<file path="config.mk">
export PLATFORM = sky130hd
export DESIGN_NAME = fetch_unit_flat
export DESIGN_NICKNAME = d
export VERILOG_FILES = /design/src/rtl/fetch_pkg.sv /design/src/rtl/fetch_if.sv /design/src/rtl/fetch_fifo.sv /design/src/rtl/fetch_unit.sv /design/src/flat_wrapper.sv
export SDC_FILE = /design/constraint.sdc
export NUM_CORES = 1
export LEC_CHECK = 0
export CAP_MARGIN = 0
export CORE_ASPECT_RATIO = 1.1
export CORE_MARGIN = 3
export CORE_UTILIZATION = 53
export CTS_CLUSTER_DIAMETER = 30
export DETAILED_ROUTE_END_ITERATION = 6
export PLACE_DENSITY = 0.79
export SYNTH_ARGS = -nofsm -noshare
export SYNTH_HDL_FRONTEND = slang
export SYNTH_SLANG_ARGS = --single-unit
export TNS_END_PERCENT = 10
</file>
<file path="constraint.sdc">
create_clock -name clk -period 5.64 [get_ports clk]
set_input_delay 0.564 -clock clk [delete_from_list [all_inputs] [get_ports clk]]
set_output_delay 0.564 -clock clk [all_outputs]
set_load 0.005 [all_outputs]
</file>
<file path="src/rtl/fetch_pkg.sv">
// Shared types and constants for the instruction-fetch stage.
package fetch_pkg;
    typedef enum logic [1:0] {IDLE, RUN, DRAIN} fetch_state_t;
    localparam int INSTR_BYTES = 4;
endpackage

</file>
<file path="src/rtl/fetch_if.sv">
// Fetch-stage bus: imem request/response, redirect input, decode handshake.
interface fetch_if #(
    parameter int DATA_WIDTH = 32
);
    import fetch_pkg::*;

    logic                  imem_req_valid;
    logic                  imem_req_ready;
    logic [DATA_WIDTH-1:0] imem_req_addr;
    logic                  imem_rsp_valid;
    logic [DATA_WIDTH-1:0] imem_rsp_data;
    logic                  redirect;
    logic [DATA_WIDTH-1:0] redirect_pc;
    logic [DATA_WIDTH-1:0] redirect_imm;
    logic                  instr_valid;
    logic                  instr_ready;
    logic [DATA_WIDTH-1:0] instr;
    logic [DATA_WIDTH-1:0] instr_pc;

    modport master (
        output imem_req_valid, imem_req_addr,
        input  imem_req_ready, imem_rsp_valid, imem_rsp_data,
        input  redirect, redirect_pc, redirect_imm,
        output instr_valid, instr, instr_pc,
        input  instr_ready
    );

    modport slave (
        input  imem_req_valid, imem_req_addr,
        output imem_req_ready, imem_rsp_valid, imem_rsp_data,
        output redirect, redirect_pc, redirect_imm,
        input  instr_valid, instr, instr_pc,
        output instr_ready
    );
endinterface

</file>
<file path="src/rtl/fetch_fifo.sv">
// Small synchronous FIFO with flush; used for the instruction buffer
// and for the in-flight request-PC queue.
module fetch_fifo
    import fetch_pkg::*;
#(
    parameter int WIDTH = 64,
    parameter int DEPTH = 2,
    localparam int AW = $clog2(DEPTH),
    localparam int CW = AW + 1
) (
    input  logic             clk,
    input  logic             rst,
    input  logic             push,
    input  logic             pop,
    input  logic             flush,
    input  logic [WIDTH-1:0] din,
    output logic [WIDTH-1:0] dout,
    output logic [CW-1:0]    count
);
    logic [WIDTH-1:0] mem [DEPTH];
    logic [AW-1:0]    wr_ptr;
    logic [AW-1:0]    rd_ptr;

    always_ff @(posedge clk or posedge rst) begin
        if (rst) begin
            wr_ptr <= '0;
            rd_ptr <= '0;
            count  <= '0;
        end else if (flush) begin
            wr_ptr <= '0;
            rd_ptr <= '0;
            count  <= '0;
        end else begin
            if (push) wr_ptr <= wr_ptr + AW'(1);
            if (pop)  rd_ptr <= rd_ptr + AW'(1);
            unique case ({push, pop})
                2'b10:   count <= count + CW'(1);
                2'b01:   count <= count - CW'(1);
                default: count <= count;
            endcase
        end
    end

    // Storage needs no reset; entries are only visible once counted.
    always_ff @(posedge clk) begin
        if (push && !flush) mem[wr_ptr] <= din;
    end

    assign dout = mem[rd_ptr];
endmodule

</file>
<file path="src/rtl/fetch_unit.sv">
// Instruction-fetch stage: PC, credit-limited imem requests, instruction
// buffer and redirect handling with discard of wrong-path responses.
module fetch_unit
    import fetch_pkg::*;
#(
    parameter int                    DATA_WIDTH = 32,
    parameter logic [DATA_WIDTH-1:0] RESET_PC   = '0,
    parameter int                    FIFO_DEPTH = 2
) (
    input logic       clk,
    input logic       rst,
    fetch_if.master   bus
);
    localparam int CW = $clog2(FIFO_DEPTH) + 1;
    localparam int QW = 2 * DATA_WIDTH;

    fetch_state_t          state;
    logic [DATA_WIDTH-1:0] pc;
    logic [DATA_WIDTH-1:0] req_pc;
    logic [DATA_WIDTH-1:0] sum;
    logic [DATA_WIDTH-1:0] target;
    logic [CW-1:0]         outstanding;
    logic [CW-1:0]         discard;
    logic [CW-1:0]         fifo_count;
    logic [CW-1:0]         out_after_rsp;
    logic [QW-1:0]         fifo_dout;
    logic                  active;
    logic                  redir;
    logic                  accept;
    logic                  rsp;
    logic                  drop;
    logic                  push;
    logic                  pop;

    assign active = (state != IDLE);
    assign redir  = active && bus.redirect;
    assign rsp    = bus.imem_rsp_valid;
    assign drop   = (discard != '0);

    assign bus.imem_req_valid = active && !bus.redirect &&
                                ((outstanding + fifo_count) < CW'(FIFO_DEPTH));
    assign bus.imem_req_addr  = pc;
    assign accept = bus.imem_req_valid && bus.imem_req_ready;

    assign push = rsp && !drop && !redir;
    assign pop  = bus.instr_valid && bus.instr_ready && !redir;

    assign out_after_rsp = outstanding - CW'(rsp);
    assign sum    = bus.redirect_pc + bus.redirect_imm;
    assign target = {sum[DATA_WIDTH-1:2], 2'b00};

    // Occupancy of the request-PC queue is the outstanding count.
    fetch_fifo #(.WIDTH(DATA_WIDTH), .DEPTH(FIFO_DEPTH)) u_pcq (
        .clk   (clk),
        .rst   (rst),
        .push  (accept),
        .pop   (rsp),
        .flush (1'b0),
        .din   (pc),
        .dout  (req_pc),
        .count (outstanding)
    );

    fetch_fifo #(.WIDTH(QW), .DEPTH(FIFO_DEPTH)) u_ibuf (
        .clk   (clk),
        .rst   (rst),
        .push  (push),
        .pop   (pop),
        .flush (redir),
        .din   ({bus.imem_rsp_data, req_pc}),
        .dout  (fifo_dout),
        .count (fifo_count)
    );

    assign bus.instr_valid = (fifo_count != '0);
    assign bus.instr    = bus.instr_valid ? fifo_dout[QW-1:DATA_WIDTH] : '0;
    assign bus.instr_pc = bus.instr_valid ? fifo_dout[DATA_WIDTH-1:0]  : '0;

    always_ff @(posedge clk or posedge rst) begin
        if (rst) begin
            state   <= IDLE;
            pc      <= RESET_PC;
            discard <= '0;
        end else begin
            unique case (state)
                IDLE: state <= RUN;
                RUN, DRAIN: begin
                    if (redir) begin
                        pc      <= target;
                        discard <= out_after_rsp;
                        state   <= (out_after_rsp != '0) ? DRAIN : RUN;
                    end else begin
                        if (accept) pc <= pc + DATA_WIDTH'(INSTR_BYTES);
                        if (rsp && drop) begin
                            discard <= discard - CW'(1);
                            if (discard == CW'(1)) state <= RUN;
                        end
                    end
                end
                default: state <= IDLE;
            endcase
        end
    end
endmodule

</file>
<file path="src/flat_wrapper.sv">
// flat-port wrapper written by rule: the top's interface ports become plain ports
module fetch_unit_flat import fetch_pkg::*;
#(
    parameter int                    DATA_WIDTH = 32,
    parameter logic [DATA_WIDTH-1:0] RESET_PC   = '0,
    parameter int                    FIFO_DEPTH = 2
)
  (clk, rst, bus_imem_req_valid, bus_imem_req_addr, bus_imem_req_ready, bus_imem_rsp_valid, bus_imem_rsp_data, bus_redirect, bus_redirect_pc, bus_redirect_imm, bus_instr_valid, bus_instr, bus_instr_pc, bus_instr_ready);
  fetch_if #(.DATA_WIDTH(DATA_WIDTH)) bus_i ();
  input logic clk;
  input logic rst;
  output wire logic [$bits(bus_i.imem_req_valid)-1:0] bus_imem_req_valid;
  output wire logic [$bits(bus_i.imem_req_addr)-1:0] bus_imem_req_addr;
  input wire logic [$bits(bus_i.imem_req_ready)-1:0] bus_imem_req_ready;
  input wire logic [$bits(bus_i.imem_rsp_valid)-1:0] bus_imem_rsp_valid;
  input wire logic [$bits(bus_i.imem_rsp_data)-1:0] bus_imem_rsp_data;
  input wire logic [$bits(bus_i.redirect)-1:0] bus_redirect;
  input wire logic [$bits(bus_i.redirect_pc)-1:0] bus_redirect_pc;
  input wire logic [$bits(bus_i.redirect_imm)-1:0] bus_redirect_imm;
  output wire logic [$bits(bus_i.instr_valid)-1:0] bus_instr_valid;
  output wire logic [$bits(bus_i.instr)-1:0] bus_instr;
  output wire logic [$bits(bus_i.instr_pc)-1:0] bus_instr_pc;
  input wire logic [$bits(bus_i.instr_ready)-1:0] bus_instr_ready;
  assign bus_imem_req_valid = bus_i.imem_req_valid;
  assign bus_imem_req_addr = bus_i.imem_req_addr;
  assign bus_i.imem_req_ready = bus_imem_req_ready;
  assign bus_i.imem_rsp_valid = bus_imem_rsp_valid;
  assign bus_i.imem_rsp_data = bus_imem_rsp_data;
  assign bus_i.redirect = bus_redirect;
  assign bus_i.redirect_pc = bus_redirect_pc;
  assign bus_i.redirect_imm = bus_redirect_imm;
  assign bus_instr_valid = bus_i.instr_valid;
  assign bus_instr = bus_i.instr;
  assign bus_instr_pc = bus_i.instr_pc;
  assign bus_i.instr_ready = bus_instr_ready;
  fetch_unit #(.DATA_WIDTH(DATA_WIDTH), .RESET_PC(RESET_PC), .FIFO_DEPTH(FIFO_DEPTH)) u_core (.clk(clk), .rst(rst), .bus(bus_i));
endmodule
</file>
Yosys cells after proc, flatten, opt, wreduce, memory -nomap -nowiden
Memory sizes are Yosys's and may differ from the RTL's.
Cells that the tools add are included.
- register bits: 44
- bits in latches: 0
- memory bits (writable): 192
- ROM bits: 0
- input bits: 102
- output and inout port bits: 98
- word-level logic and storage cells: 84
- memories kept: 2
- add/sub/neg operators: 13
- multipliers: 0
- div/mod/pow operators: 0
- magnitude comparators: 1
- eq/ne operators: 9
- shifts and indexed selects: 0
- muxes and demuxes: 22
- bitwise gates (word level): 0
- reductions and logical operators: 28
- memories (name ; depth ; bits a word ; rd ports ; clocked after memory_dff ; wr ports ; RTL line ; RTL):
    u_core.u_ibuf.mem ; 2 ; 64 ; 1 ; 0 ; 1 ; fetch_fifo.sv:20 ; logic [WIDTH-1:0] mem [DEPTH];
    u_core.u_pcq.mem ; 2 ; 32 ; 1 ; 0 ; 1 ; fetch_fifo.sv:20 ;
- operator list (kind ; count):
    $mux 32 ; 4
    $add 32x3->32 const B ; 1
    $add 32x32->32 ; 1
    $reduce_bool 2->1 ; 9
    $mux 2 ; 7
    $pmux 2 s2 ; 3
    $logic_and 1x1->1 ; 10
    $eq 2x1->1 const B ; 4
    $mux 1 ; 8
    $eq 2x2->1 const B ; 3
    $ne 3x1->1 const B ; 2
    $reduce_and 2->1 ; 3
    $sub 2x1->2 const B ; 3
    $add 1x1->1 const B ; 4
    $add 2x1->2 const B ; 2
    $logic_not 1->1 ; 3
    $reduce_bool 3->1 ; 1
    $add 2x2->2 ; 1
    $logic_not 2->1 ; 1
    $lt 2x2->1 const B ; 1
    $reduce_or 2->1 ; 1
    $sub 2x1->2 ; 1

Depth between registers and ports, before layout
Gate-level depths: netlist of the first run.
- depth after elaboration: 7
- gate-level depth with buffers: 11
- gate-level depth less buffers: 10

Hierarchy
From an unflattened synthesis of the first run, not the netlist that was laid out.
- cell total of the unflattened synthesis: 886
- area total of the unflattened synthesis: 11862.6 um^2
- modules (own cells, without submodules) (module ; instances ; cells each ; area an instance (um^2) ; seq. area each (um^2)):
    fetch_fifo (u_core.u_ibuf) ; 1 ; 219 ; 5032.3 ; 3943.8
    fetch_unit ; 1 ; 547 ; 4181.5 ; 850.8
    fetch_fifo (u_core.u_pcq) ; 1 ; 120 ; 2648.8 ; 2021.9

Worst setup path after synthesis of the first run
Ideal clock, no wire load.
- path type: register to register
- start point: register u_core.state[0]
- end point: memory u_core.u_ibuf.mem[0][10], enable pin
- setup time: 0.482 ns
- arrival time: 4.005 ns
- data required time: 5.158 ns
- slack: 1.152 ns
- cell stages (with the launch flop): 8
- path buffers: 2
- period minus slack after synthesis: 4.488 ns
- cells stage by stage: dfrtp_1 -> inv_1 -> ha_1 -> nand2b_1 -> buf_2 -> clkbuf_1 -> nand3_1 -> nor2_1
- cells in the longest elaborated chain, start to end: 7
- ends and longest elaborated chain (element ; RTL line ; RTL):
    start, declared ; fetch_unit.sv:17 ; fetch_state_t state;
    start signal, assigned ; fetch_unit.sv:91 ; state <= (out_after_rsp != '0) ? DRAIN : RUN;
    $reduce_bool 2->1 (*) ; fetch_unit.sv:35 ; assign active = (state != IDLE);
    $logic_and 1x1->1 (*) ; fetch_unit.sv:36 ; assign redir = active && bus.redirect;
    $logic_not 1->1 (*) ; fetch_fifo.sv:46, fetch_unit.sv:45 ;
    $logic_and 1x1->1 ; fetch_unit.sv:45 ; assign push = rsp && !drop && !redir;
    $logic_and 1x1->1 (*) ; fetch_fifo.sv:46 ; if (push && !flush) mem[wr_ptr] <= din;
    $mux 1 (*) ; fetch_fifo.sv:46 ;
    $mux 1 (implied by the code) (*) ; fetch_fifo.sv:46 ;
    end, declared ; fetch_fifo.sv:20 ;
Every way passes the cells marked *; elsewhere a longest branch is shown, timed or not.

Final worst setup path of the first run
- start point: register u_core.state[0]
- end point: memory u_core.u_ibuf.mem[0][53], enable pin
The elaborated chain is that of the path after synthesis.

==> results of run 1 <==
## final timing paths
kind | slack [ns] | start | endpoint
min in group asynchronous | 0.55 | rst | u_core.bus.imem_req_addr[4]$_DFFE_PP0P_
worst max register to register | 2.42 | u_core.state[0]$_DFFE_PP0P_ | u_core.u_ibuf.mem[0][53]$_DFFE_PP_
max in group asynchronous | 4.65 | rst | u_core.u_ibuf.rd_ptr$_DFFE_PP0P_
worst min register to register | 0.48 | u_core.discard[1]$_DFFE_PP0P_ | u_core.discard[1]$_DFFE_PP0P_
worst min-delay path | 0.48 | u_core.discard[1]$_DFFE_PP0P_ | u_core.discard[1]$_DFFE_PP0P_
worst max-delay path | 2.42 | u_core.state[0]$_DFFE_PP0P_ | u_core.u_ibuf.mem[0][53]$_DFFE_PP_
## report_power, final
part	switching, W	internal [W]	leakage, nW	total [W]
Sequential	0.000418	0.00228	2.17	0.00270
Clock	0.000730	0.00151	0.615	0.00224
Combinational	0.00112	0.00114	2.50	0.00226
Total	0.00227	0.00493	5.29	0.00721
## state kept, by name (all words and copies together) (netlist names)
name,flops
u_core.u_ibuf.mem,124
u_core.u_pcq.mem,60
u_core.bus.imem_req_addr,30
u_core.discard,2
u_core.state,2
u_core.u_ibuf.count,2
u_core.u_pcq.count,2
u_core.u_ibuf.rd_ptr,1
u_core.u_ibuf.wr_ptr,1
u_core.u_pcq.rd_ptr,1
u_core.u_pcq.wr_ptr,1
## area by class of cell
| class | instances | area [um2] | share of cell area [%] |
|---|---|---|---|
| sequential | 226 | 6580 | 45.5 |
| multi-input combinational | 641 | 4230 | 29.2 |
| timing repair buffer | 206 | 2030 | 14.1 |
| clock buffer | 42 | 976 | 6.74 |
| tap | 252 | 315 | 2.18 |
| clock inverter | 21 | 273 | 1.88 |
| inverter | 18 | 67.6 | 0.467 |
## cell usage after synthesis (all sizes together) (2+ instances only)
master | count | area share [%]
or3 | 3 | 0.17
nor3b | 4 | 0.27
dfrtp | 42 | 9.5
a21o | 8 | 0.54
o311ai | 3 | 0.24
nand4 | 10 | 0.57
a21boi | 2 | 0.24
inv | 18 | 0.61
o31ai | 6 | 0.41
edfxtp | 184 | 50
a41oi | 5 | 0.40
nor2b | 7 | 0.40
mux2 | 30 | 3.1
o211ai | 7 | 0.48
o21ai | 52 | 2.4
xor2 | 9 | 0.71
nor4 | 5 | 0.28
a21oi | 61 | 2.8
xnor2 | 21 | 1.7
or2 | 2 | 0.11
and2 | 7 | 0.41
ha | 38 | 4.3
a22oi | 4 | 0.27
nand2b | 6 | 0.34
a211o | 2 | 0.16
and4 | 3 | 0.24
nor3 | 13 | 0.59
nand3b | 2 | 0.14
o221ai | 2 | 0.16
buf | 15 | 0.77
o21a | 2 | 0.14
nor2 | 117 | 4.0
nand3 | 32 | 1.5
and3 | 13 | 0.74
o22ai | 3 | 0.17
a2111oi | 2 | 0.22
nand2 | 70 | 2.4
a31oi | 9 | 0.51
mux2i | 65 | 5.9
a211oi | 3 | 0.20
clkbuf | 30 | 1.0
## metal layers
metal	wire length (um)	up-vias	global-route usage, %
li1	-	3856	-
met1	10500	3827	28.5
met2	12600	328	39.3
met3	1800	71	3.95
met4	916	0	9.15
met5	0	-	0
## cell families (layout without fill, tap and decap cells)
kind of cell | count (synthesis) | count (layout) | synth area share, %
buf+inv | 63 | 287 | 2.40
mux | 95 | 95 | 8.96
flops | 226 | 226 | 59.6
compound gates | 179 | 179 | 9.91
xor+xnor | 30 | 30 | 2.38
fa+ha+maj | 38 | 38 | 4.31
other cells | 1 | 4 | 0.0340
simple gates | 295 | 295 | 12.4
## worst max-delay path, delay by kind of cell, from the launching register on
kind / cells / cell delay, ns
and+or+nand+nor: 3 / 1.32
DFF: 1 / 0.39
adders and majority gates: 1 / 0.31
buffers and inverters: 3 / 0.82
## per-stage QoR
step / total power [W] / instances / hold slack (ns) / cell area (um2)
detailed placement: 0.00498 / 1343 / 0.470 / 13200
global placement: 0.00489 / 1343 / 0.466 / 13200
finish: 0.00721 / 1406 / 0.477 / 14500
global route: 0.00758 / 1406 / 0.516 / 14500
CTS: 0.00725 / 1406 / 0.480 / 14500
floorplan: 0.00386 / 930 / 0.450 / 11000
==> results.md, run 1 <==
* **pwr dens** 498 nW/um2
* **CP endpoint kind** register
* **vertical die dimension** 157 um
* **standard-cell rows** 54
* **sequential fraction of the synthesis area** 59.6%
* **largest stage delay on the critical path** 0.89 ns
* **f_max** 310 MHz
* **maximum number of pins on one net before global-route repair** 64
* **cell count after synthesis** 927
* **number of nets with antenna violations after detailed routing** 0
* **mean cell area of the mapped netlist** 11.9 um2
* **commonest non-fill, non-tap cell in the layout** clkdlybuf4s50_1
* **horizontal die dimension** 144 um
* **list of cells traversed by the critical path** inv_1, ha_1, nand2b_1, buf_4, nand3_1, nor2_4, buf_4
* **Hold Violations, Final** 0
* **leak pwr** 5.29 nW
* **overflow left after global routing** 0
* **share of layout cells above drive strength 1** 9.71%
* **Crit path required time** 5.80 ns
* **HPWL after DPL** 17500 um
* **Final Worst Setup Slack** 2.42 ns
* **cell count of the worst reg-to-reg path** 7
* **number of instances on the worst hold path** 2
* **initial cell density of the core** 54.8%
* **post-route clock period utilization** 57.1%
* **failing checks** design-rule violations
* **async set-or-reset flop fraction in the synthesized netlist** 18.6%
* **class of the worst hold path** reg -> reg
* **most common cell type on the critical path** buf_4
* **final core utilization** 71.9%
* **setup tns final** 0 ns
* **count of synthesis-stage warnings from yosys** 0
* **synthesis-stage register bit count** 226
* **number of nets in the final layout** 1269
* **most frequent cells in the layout** clkdlybuf4s50_1, edfxtp_1, nor2_1
* **CTS Root Cell** clkbuf_16
* **summed instance area of the synthesized netlist** 11000 um2
* **startpoint types** register
* **H-tree depth reported by CTS** 2
* **clock insertion delay at the later pin of the skew report** 0.48 ns
* **area growth from synthesis to layout** 31.2%
* **number of hold buffers added after cts** 0
* **quantity of I/O buffers inserted on ports** 195
* **number of setup buffers added after CTS** 0
* **maximum root-to-sink buffer count** 3
* **arrival time reported for the critical path endpoint** 3.38 ns
* **leading register cell type out of synthesis** edfxtp_1
* **ant diodes** 0
* **highest ir drop seen on vdd** 274 uV
* **Num CTS Buffers** 36
* **post-route minimum period** 3.22 ns
* **post-cts gate resize count** 0
* **via total after detailed routing** 8082
* **Max Cap Violations** 0
* **setup repair after global routing missed its margin** no
* **DRC marker count from the first detailed-route iteration** 804
* **clock tree from TritonCTS** done
* **Total Die Area** 22600 um2
* **detailed-route wire length per cell** 18.3 um
* **largest fanout of any net on the critical path** 36
* **Setup CP Type** reg -> reg
* **outcome** finished with violations
* **Setup-failing EPs final** 0
* **Core ar.** 20100 um2
* **total count of max-transition violations in the final report** 0
* **Post-synth EDFFs** 184
* **vias in the first global route** 8151
* **DRC errors left** 1
* **global-route wire length before repair** 41100 um
* **filler cell count** 1406
* **slowest cell on the critical path** nor2_4
* **global router's overall resource usage** 22.7%
* **Sink Count** 226
* **clock-pin slew reported for the worst setup and hold paths after clock tree synthesis** 0.05 ns
* **Setup Skew** 0.0142 ns
* **detail-routed via count per cell** 5.75
* **max-slew headroom at the worst pin** 26.3%
* **final wirelength** 25800 um
* **first drt pass iteration count** 7
* **Distinct cells, synth** 62
* **worst slack after detailed placement** 2.14 ns
* **number of antenna violations at the first check in global routing** 0
* **gpl congestion** 0.859
* **measured slew at the worst slew-check pin** 1.11 ns
* **top-level I/O count** 200
(Power assumes the default switching activity.)
==> run 2, diff against run 1 <==
--- a/config.mk
+++ b/config.mk
@@ -8,10 +8,10 @@
 export CAP_MARGIN = 0
 export CORE_ASPECT_RATIO = 1.1
 export CORE_MARGIN = 3
-export CORE_UTILIZATION = 53
+export CORE_UTILIZATION = 48
 export CTS_CLUSTER_DIAMETER = 30
 export DETAILED_ROUTE_END_ITERATION = 6
-export PLACE_DENSITY = 0.79
+export PLACE_DENSITY = 0.75
 export SYNTH_ARGS = -nofsm -noshare
 export SYNTH_HDL_FRONTEND = slang
 export SYNTH_SLANG_ARGS = --single-unit
==> constraint.sdc (replaced) <==
create_clock -name clk -period 2.75 [get_ports clk]
set_input_delay 0.275 -clock clk [delete_from_list [all_inputs] [get_ports clk]]
set_output_delay 0.275 -clock clk [all_outputs]
set_load 0.005 [all_outputs]
==> run 2 against run 1 <==
Compared with the run above:
- the flow now finishes without violations
- worst hold slack worse by 0.21 ns
- sequential power up 100%
- clock power up 89%
- highest routed layer unchanged
- first-iteration DRC count down 35%
- die area up 10%
- largest power group unchanged
- final cell count up 7.5%
==> results.md, run 2 (synthesis results as in run 1) <==
* **first drt pass iteration count** 5, -2
* **global router's overall resource usage** 20.9%, -1.8 points
* **area growth from synthesis to layout** 36.0%
* **global-route wire length before repair** 41600 um, +1.4%
* **clock-pin slew reported for the worst setup and hold paths after clock tree synthesis** 0.05 ns, about the same
* **filler cell count** 1665, +18%
* **R2R Setup Slk** 0.26 ns, -2.16 ns
* **end of the worst register-to-register path** u_core.bus.imem_req_addr[22]$_DFFE_PP0P_
* **pwr dens** 980 nW/um2, +97%
* **clock insertion delay at the later pin of the skew report** 0.48 ns, about the same
* **Max Cap Violations** 0, unchanged
* **CP endpoint kind** output port
* **post-route minimum period** 2.59 ns
* **post-route clock period utilization** 94.1%
* **commonest non-fill, non-tap cell in the layout** clkdlybuf4s50_1
* **number of antenna violations at the first check in global routing** 0, unchanged
* **largest fanout of any net on the critical path** 28, -22%
* **highest ir drop seen on vdd** 524 uV, +91%
* **gpl congestion** 0.883, +2.8%
* **outcome** complete, no violations
* **final wirelength** 26000 um, +0.79%
* **FF-to-FF Start** u_core.bus.imem_req_addr[2]$_DFFE_PP0P_
* **setup tns final** 0 ns, unchanged
* **Sink Count** 226, unchanged
* **maximum root-to-sink buffer count** 3, unchanged
* **detailed-route wire length per cell** 17.2 um, -6.2%
* **total count of max-transition violations in the final report** 0, unchanged
* **initial cell density of the core** 49.4%, -5.4 points
* **number of nets with antenna violations after detailed routing** 0, unchanged
* **Crit path required time** 2.48 ns, -3.32 ns
* **f_max** 386 MHz
* **leak pwr** 5.57 nW, +5.2%
* **standard-cell rows** 57, +5.6%
* **post-cts gate resize count** 0, unchanged
* **power after layout** 0.0147 W, +100%
* **Setup-failing EPs final** 0, unchanged
* **number of setup buffers added after CTS** 0, unchanged
* **measured slew at the worst slew-check pin** 0.584 ns, -0.521 ns
* **Num CTS Buffers** 36, unchanged
* **detail-routed via count per cell** 5.40, -6.0%
* **DRC marker count from the first detailed-route iteration** 525, -35%
* **max FFs per register** 124, unchanged
* **CTS Root Cell** clkbuf_16
* **number of hold buffers added after cts** 0, unchanged
* **Hold Violations, Final** 0, unchanged
* **horizontal die dimension** 151 um, +4.9%
* **class of the worst hold path** in -> async
* **cell count of the worst reg-to-reg path** 9, +2
* **Core ar.** 22300 um2, +11%
* **clock tree from TritonCTS** done
* **startpoint types** register
* **final core utilization** 67.2%, -4.7 points
* **Largest Register** u_core.u_ibuf.mem
* **share of layout cells above drive strength 1** 14.3%, +4.6 points
* **ant diodes** 0, unchanged
* **vertical die dimension** 165 um, +4.9%
* **Post-DP Area** 13800 um2, +4.7%
* **setup repair after global routing missed its margin** no
* **via total after detailed routing** 8166, +1.0%
* **arrival time reported for the critical path endpoint** 2.31 ns, -1.07 ns
* **Total Die Area** 24800 um2, +10%
* **Setup CP Type** reg -> out
* **top-level I/O count** 200, unchanged
* **number of nets in the final layout** 1330, +4.8%
* **overflow left after global routing** 0, unchanged
* **quantity of I/O buffers inserted on ports** 195, unchanged
* **max-slew headroom at the worst pin** 61.1%, +35 points
* **vias in the first global route** 8137, -0.17%
* **maximum number of pins on one net before global-route repair** 63, -1.6%
* **HPWL after DPL** 18000 um, +2.7%
* **Setup Skew** 0.00953 ns, -0.00470 ns
* **H-tree depth reported by CTS** 2, unchanged
* **Post-Layout Inst Area** 15000 um2, +3.7%
* **DRC errors left** 0, -1
* **most frequent cells in the layout** clkdlybuf4s50_1, edfxtp_1, nor2_1
run 2: worst max path at each step:
stage / startpoint / to / slack [ns]
2_1_floorplan: u_core.state[0]$_DFFE_PP0P_ / u_core.u_ibuf.mem[0][10]$_DFFE_PP_ / 0.04
3_3_place_gp: bus_redirect_imm[5] / u_core.bus.imem_req_addr[31]$_DFFE_PP0P_ / -0.19
3_5_place_dp: bus_redirect_imm[5] / u_core.bus.imem_req_addr[31]$_DFFE_PP0P_ / -0.26
4_1_cts: u_core.u_ibuf.rd_ptr$_DFFE_PP0P_ / bus_instr[1] / 0.09
5_1_grt: u_core.u_ibuf.rd_ptr$_DFFE_PP0P_ / bus_instr[24] / 0.05
6_report: u_core.u_ibuf.rd_ptr$_DFFE_PP0P_ / bus_instr[23] / 0.16
run 2: layout make-up:
| cell class | count | area (um2) | share of cell area, % |
|---|---|---|---|
| clock buffer | 45 | 966 | 6.44 |
| clock inverter | 19 | 189 | 1.26 |
| inverter | 18 | 67.6 | 0.450 |
| multi-input combinational | 641 | 4240 | 28.3 |
| sequential | 226 | 6580 | 43.8 |
| tap | 295 | 369 | 2.46 |
| timing repair buffer | 267 | 2590 | 17.3 |
run 2: report_power, final:
group	switching (W)	leakage [nW]	total, W	internal (W)
Combinational	0.00247	2.83	0.00506	0.00258
Clock	0.00147	0.561	0.00424	0.00277
Sequential	0.000721	2.17	0.00540	0.00468
run 2: routing by layer:
layer	track usage (%)	part of all wire (%)	up-vias
met2	36.8	50	269
met3	3.76	6.5	43
li1	-	-	3975
met1	25.9	41	3879
met4	7.28	2.5	0
met5	0	0	-
run 2: through the flow:
step / cells / hold slack, ns / setup slack (ns)
detailed placement: 1447 / 0.479 / -0.257
global placement: 1447 / 0.468 / -0.187
finish: 1511 / 0.266 / 0.162
CTS: 1511 / 0.274 / 0.0948
global route: 1511 / 0.309 / 0.0535
floorplan: 930 / 0.362 / 0.0369
run 2: critical path, stage by stage, from the launching register on:
cell             delay, ns
dfrtp_4               0.74
buf_12                0.29
mux2i_1               0.26
nor2_1                0.07
clkdlybuf4s50_1       0.45
==> run 3, diff against run 2 <==
--- a/config.mk
+++ b/config.mk
@@ -11,7 +11,7 @@
 export CORE_UTILIZATION = 48
 export CTS_CLUSTER_DIAMETER = 30
 export DETAILED_ROUTE_END_ITERATION = 6
-export PLACE_DENSITY = 0.75
+export PLACE_DENSITY = 0.77
 export SYNTH_ARGS = -nofsm -noshare
 export SYNTH_HDL_FRONTEND = slang
 export SYNTH_SLANG_ARGS = --single-unit
==> run 3 against run 2 <==
Compared with the run above:
- clock skew rose by 0.0034 ns
- count of clock-buffer cells in the layout is 6 lower
- via count up 1.9%
- largest cell class unchanged
==> results.md, run 3 (synthesis results as in run 1) <==
* **gpl congestion** 0.864, -2.2%
* **commonest non-fill, non-tap cell in the layout** clkdlybuf4s50_1
* **Setup CP Type** reg -> out
* **Hold WS** 0.372 ns, +0.106 ns
* **leak pwr** 5.65 nW, +1.5%
* **post-route minimum period** 2.61 ns, +0.0222 ns
* **Setup-failing EPs final** 0, unchanged
* **startpoint types** register
* **DRC errors left** 0, unchanged
* **Post-Layout Inst Area** 15100 um2, +0.84%
* **number of nets in the final layout** 1341, +0.83%
* **final wirelength** 26200 um, +0.77%
* **maximum number of pins on one net before global-route repair** 64, +1.6%
* **vertical die dimension** 165 um, unchanged
* **highest ir drop seen on vdd** 451 uV, -14%
* **CP endpoint kind** output port
* **first drt pass iteration count** 7, +2
* **Top Metal Used** met4
* **standard-cell rows** 57, unchanged
* **Total Die Area** 24800 um2, unchanged
* **pwr dens** 991 nW/um2, +1.2%
* **outcome** complete, no violations
* **via total after detailed routing** 8325, +1.9%
* **maximum root-to-sink buffer count** 3, unchanged
* **end of the worst register-to-register path** u_core.bus.imem_req_addr[22]$_DFFE_PP0P_
* **total count of max-transition violations in the final report** 0, unchanged
* **setup repair after global routing missed its margin** no
* **arrival time reported for the critical path endpoint** 2.33 ns, +0.02 ns
* **met3 WL post-DR** 1920 um, +14%
* **initial cell density of the core** 49.4%, unchanged
* **H-tree depth reported by CTS** 2, unchanged
* **measured slew at the worst slew-check pin** 0.575 ns, -0.00823 ns
* **max FFs per register** 124, unchanged
* **vias in the first global route** 8184, +0.58%
* **number of antenna violations at the first check in global routing** 0, unchanged
* **Hold Violations, Final** 0, unchanged
* **FF-to-FF Start** u_core.bus.imem_req_addr[2]$_DFFE_PP0P_
* **Num CTS Buffers** 35, -2.8%
* **DRC marker count from the first detailed-route iteration** 596, +14%
* **horizontal die dimension** 151 um, unchanged
* **met2 WL post-DR** 13300 um, +2.6%
* **Endpoint, Worst Hold** u_core.u_ibuf.mem[0][38]$_DFFE_PP_
* **detailed-route wire length per cell** 17.2 um, +0.10%
* **detail-routed via count per cell** 5.47, +1.3%
* **ant diodes** 0, unchanged
* **top-level I/O count** 200, unchanged
* **Crit path required time** 2.48 ns, about the same
* **CTS Root Cell** clkbuf_16
* **most frequent cells in the layout** clkdlybuf4s50_1, edfxtp_1, nor2_1
* **Largest Register** u_core.u_ibuf.mem
* **f_max** 383 MHz, -0.85%
* **Sink Count** 226, unchanged
* **final core utilization** 67.8%, +0.57 points
* **routed length on met1** 10100 um, -5.0%
* **Post-DP Area** 13900 um2, +0.24%
* **Setup Skew** 0.0129 ns, +0.00340 ns
* **R2R Setup Slk** 0.24 ns, -0.02 ns
* **min-delay src** bus_imem_rsp_data[6]
* **number of instances on the worst hold path** 1
* **quantity of I/O buffers inserted on ports** 195, unchanged
* **post-route clock period utilization** 94.9%, +0.81 points
* **Max Cap Violations** 0, unchanged
* **max-slew headroom at the worst pin** 61.6%, +0.55 points
* **class of the worst hold path** in -> reg
* **clock insertion delay at the later pin of the skew report** 0.49 ns, about the same
* **clock tree from TritonCTS** done
* **clock-pin slew reported for the worst setup and hold paths after clock tree synthesis** 0.06 ns, about the same
* **global router's overall resource usage** 20.8%, -0.13 points
* **global-route wire length before repair** 41200 um, -1.1%
* **largest fanout of any net on the critical path** 26, -7.1%
* **cell count of the worst reg-to-reg path** 9, unchanged
* **Core ar.** 22300 um2, unchanged
* **area growth from synthesis to layout** 37.2%
* **overflow left after global routing** 0, unchanged
* **share of layout cells above drive strength 1** 15.6%, +1.3 points
* **number of nets with antenna violations after detailed routing** 0, unchanged
* **HPWL after DPL** 18400 um, +2.2%
* **number of setup buffers added after CTS** 0, unchanged
==> run 3: through the flow <==
| step | cells | TNS [ns] | worst slack [ns] | power (W) |
|---|---|---|---|---|
| floorplan | 930 | 0 | 0.0369 | 0.00791 |
| global placement | 1458 | -1.12 | -0.204 | 0.0103 |
| detailed placement | 1458 | -2.38 | -0.294 | 0.0105 |
| CTS | 1521 | 0 | 0.0834 | 0.0151 |
| global route | 1521 | 0 | 0.0254 | 0.0158 |
| finish | 1521 | 0 | 0.140 | 0.0150 |
==> run 3: repair_timing <==
| action | 4_1_cts | 5_1_grt |
|---|---|---|
| hold buffers | 1 | 0 |
| resized for setup | 0 | 2 |
| endpoints found under the hold margin | 1 | 0 |
| endpoints found under the setup margin | 0 | 2 |
==> run 3: per-layer routing <==
layer / track usage [%] / vias up
met5: 0 / -
met4: 8.44 / 0
met3: 3.92 / 68
li1: - / 3984
met2: 36.8 / 358
met1: 24.9 / 3915
==> run 3: worst max path at each step <==
stage                                      from                                       end  slack (ns)  cells after the start
6_report       u_core.u_ibuf.rd_ptr$_DFFE_PP0P_                             bus_instr[16]        0.14                      4
3_3_place_gp                bus_redirect_imm[2]  u_core.bus.imem_req_addr[24]$_DFFE_PP0P_       -0.20                     11
2_1_floorplan       u_core.state[0]$_DFFE_PP0P_        u_core.u_ibuf.mem[0][10]$_DFFE_PP_        0.04                      7
3_5_place_dp                bus_redirect_imm[2]  u_core.bus.imem_req_addr[24]$_DFFE_PP0P_       -0.29                     11
4_1_cts        u_core.u_ibuf.rd_ptr$_DFFE_PP0P_                             bus_instr[29]        0.08                      4
5_1_grt        u_core.u_ibuf.rd_ptr$_DFFE_PP0P_                             bus_instr[19]        0.03                      4
==> run 3: final cells by class <==
| cell class | instances | area [um2] |
|---|---|---|
| Clock buffer | 39 | 943 |
| Clock inverter | 23 | 297 |
| Fill cell | 1622 | 7190 |
| Inverter | 18 | 67.6 |
| Multi-Input combinational cell | 641 | 4240 |
| Sequential cell | 226 | 6580 |
| Tap cell | 295 | 369 |
| Timing Repair Buffer | 279 | 2640 |
==> run 3: report_power, final <==
part           internal (W)  switching [W]
Combinational       0.00257        0.00250
Sequential          0.00468       0.000702
Clock               0.00298        0.00157
==> run 3: worst max-delay path, stage by stage, from the launching register on <==
cell and delay [ns]:
dfrtp_4 0.73, buf_4 0.35, mux2i_1 0.24, nor2_1 0.06, clkdlybuf4s50_1 0.45
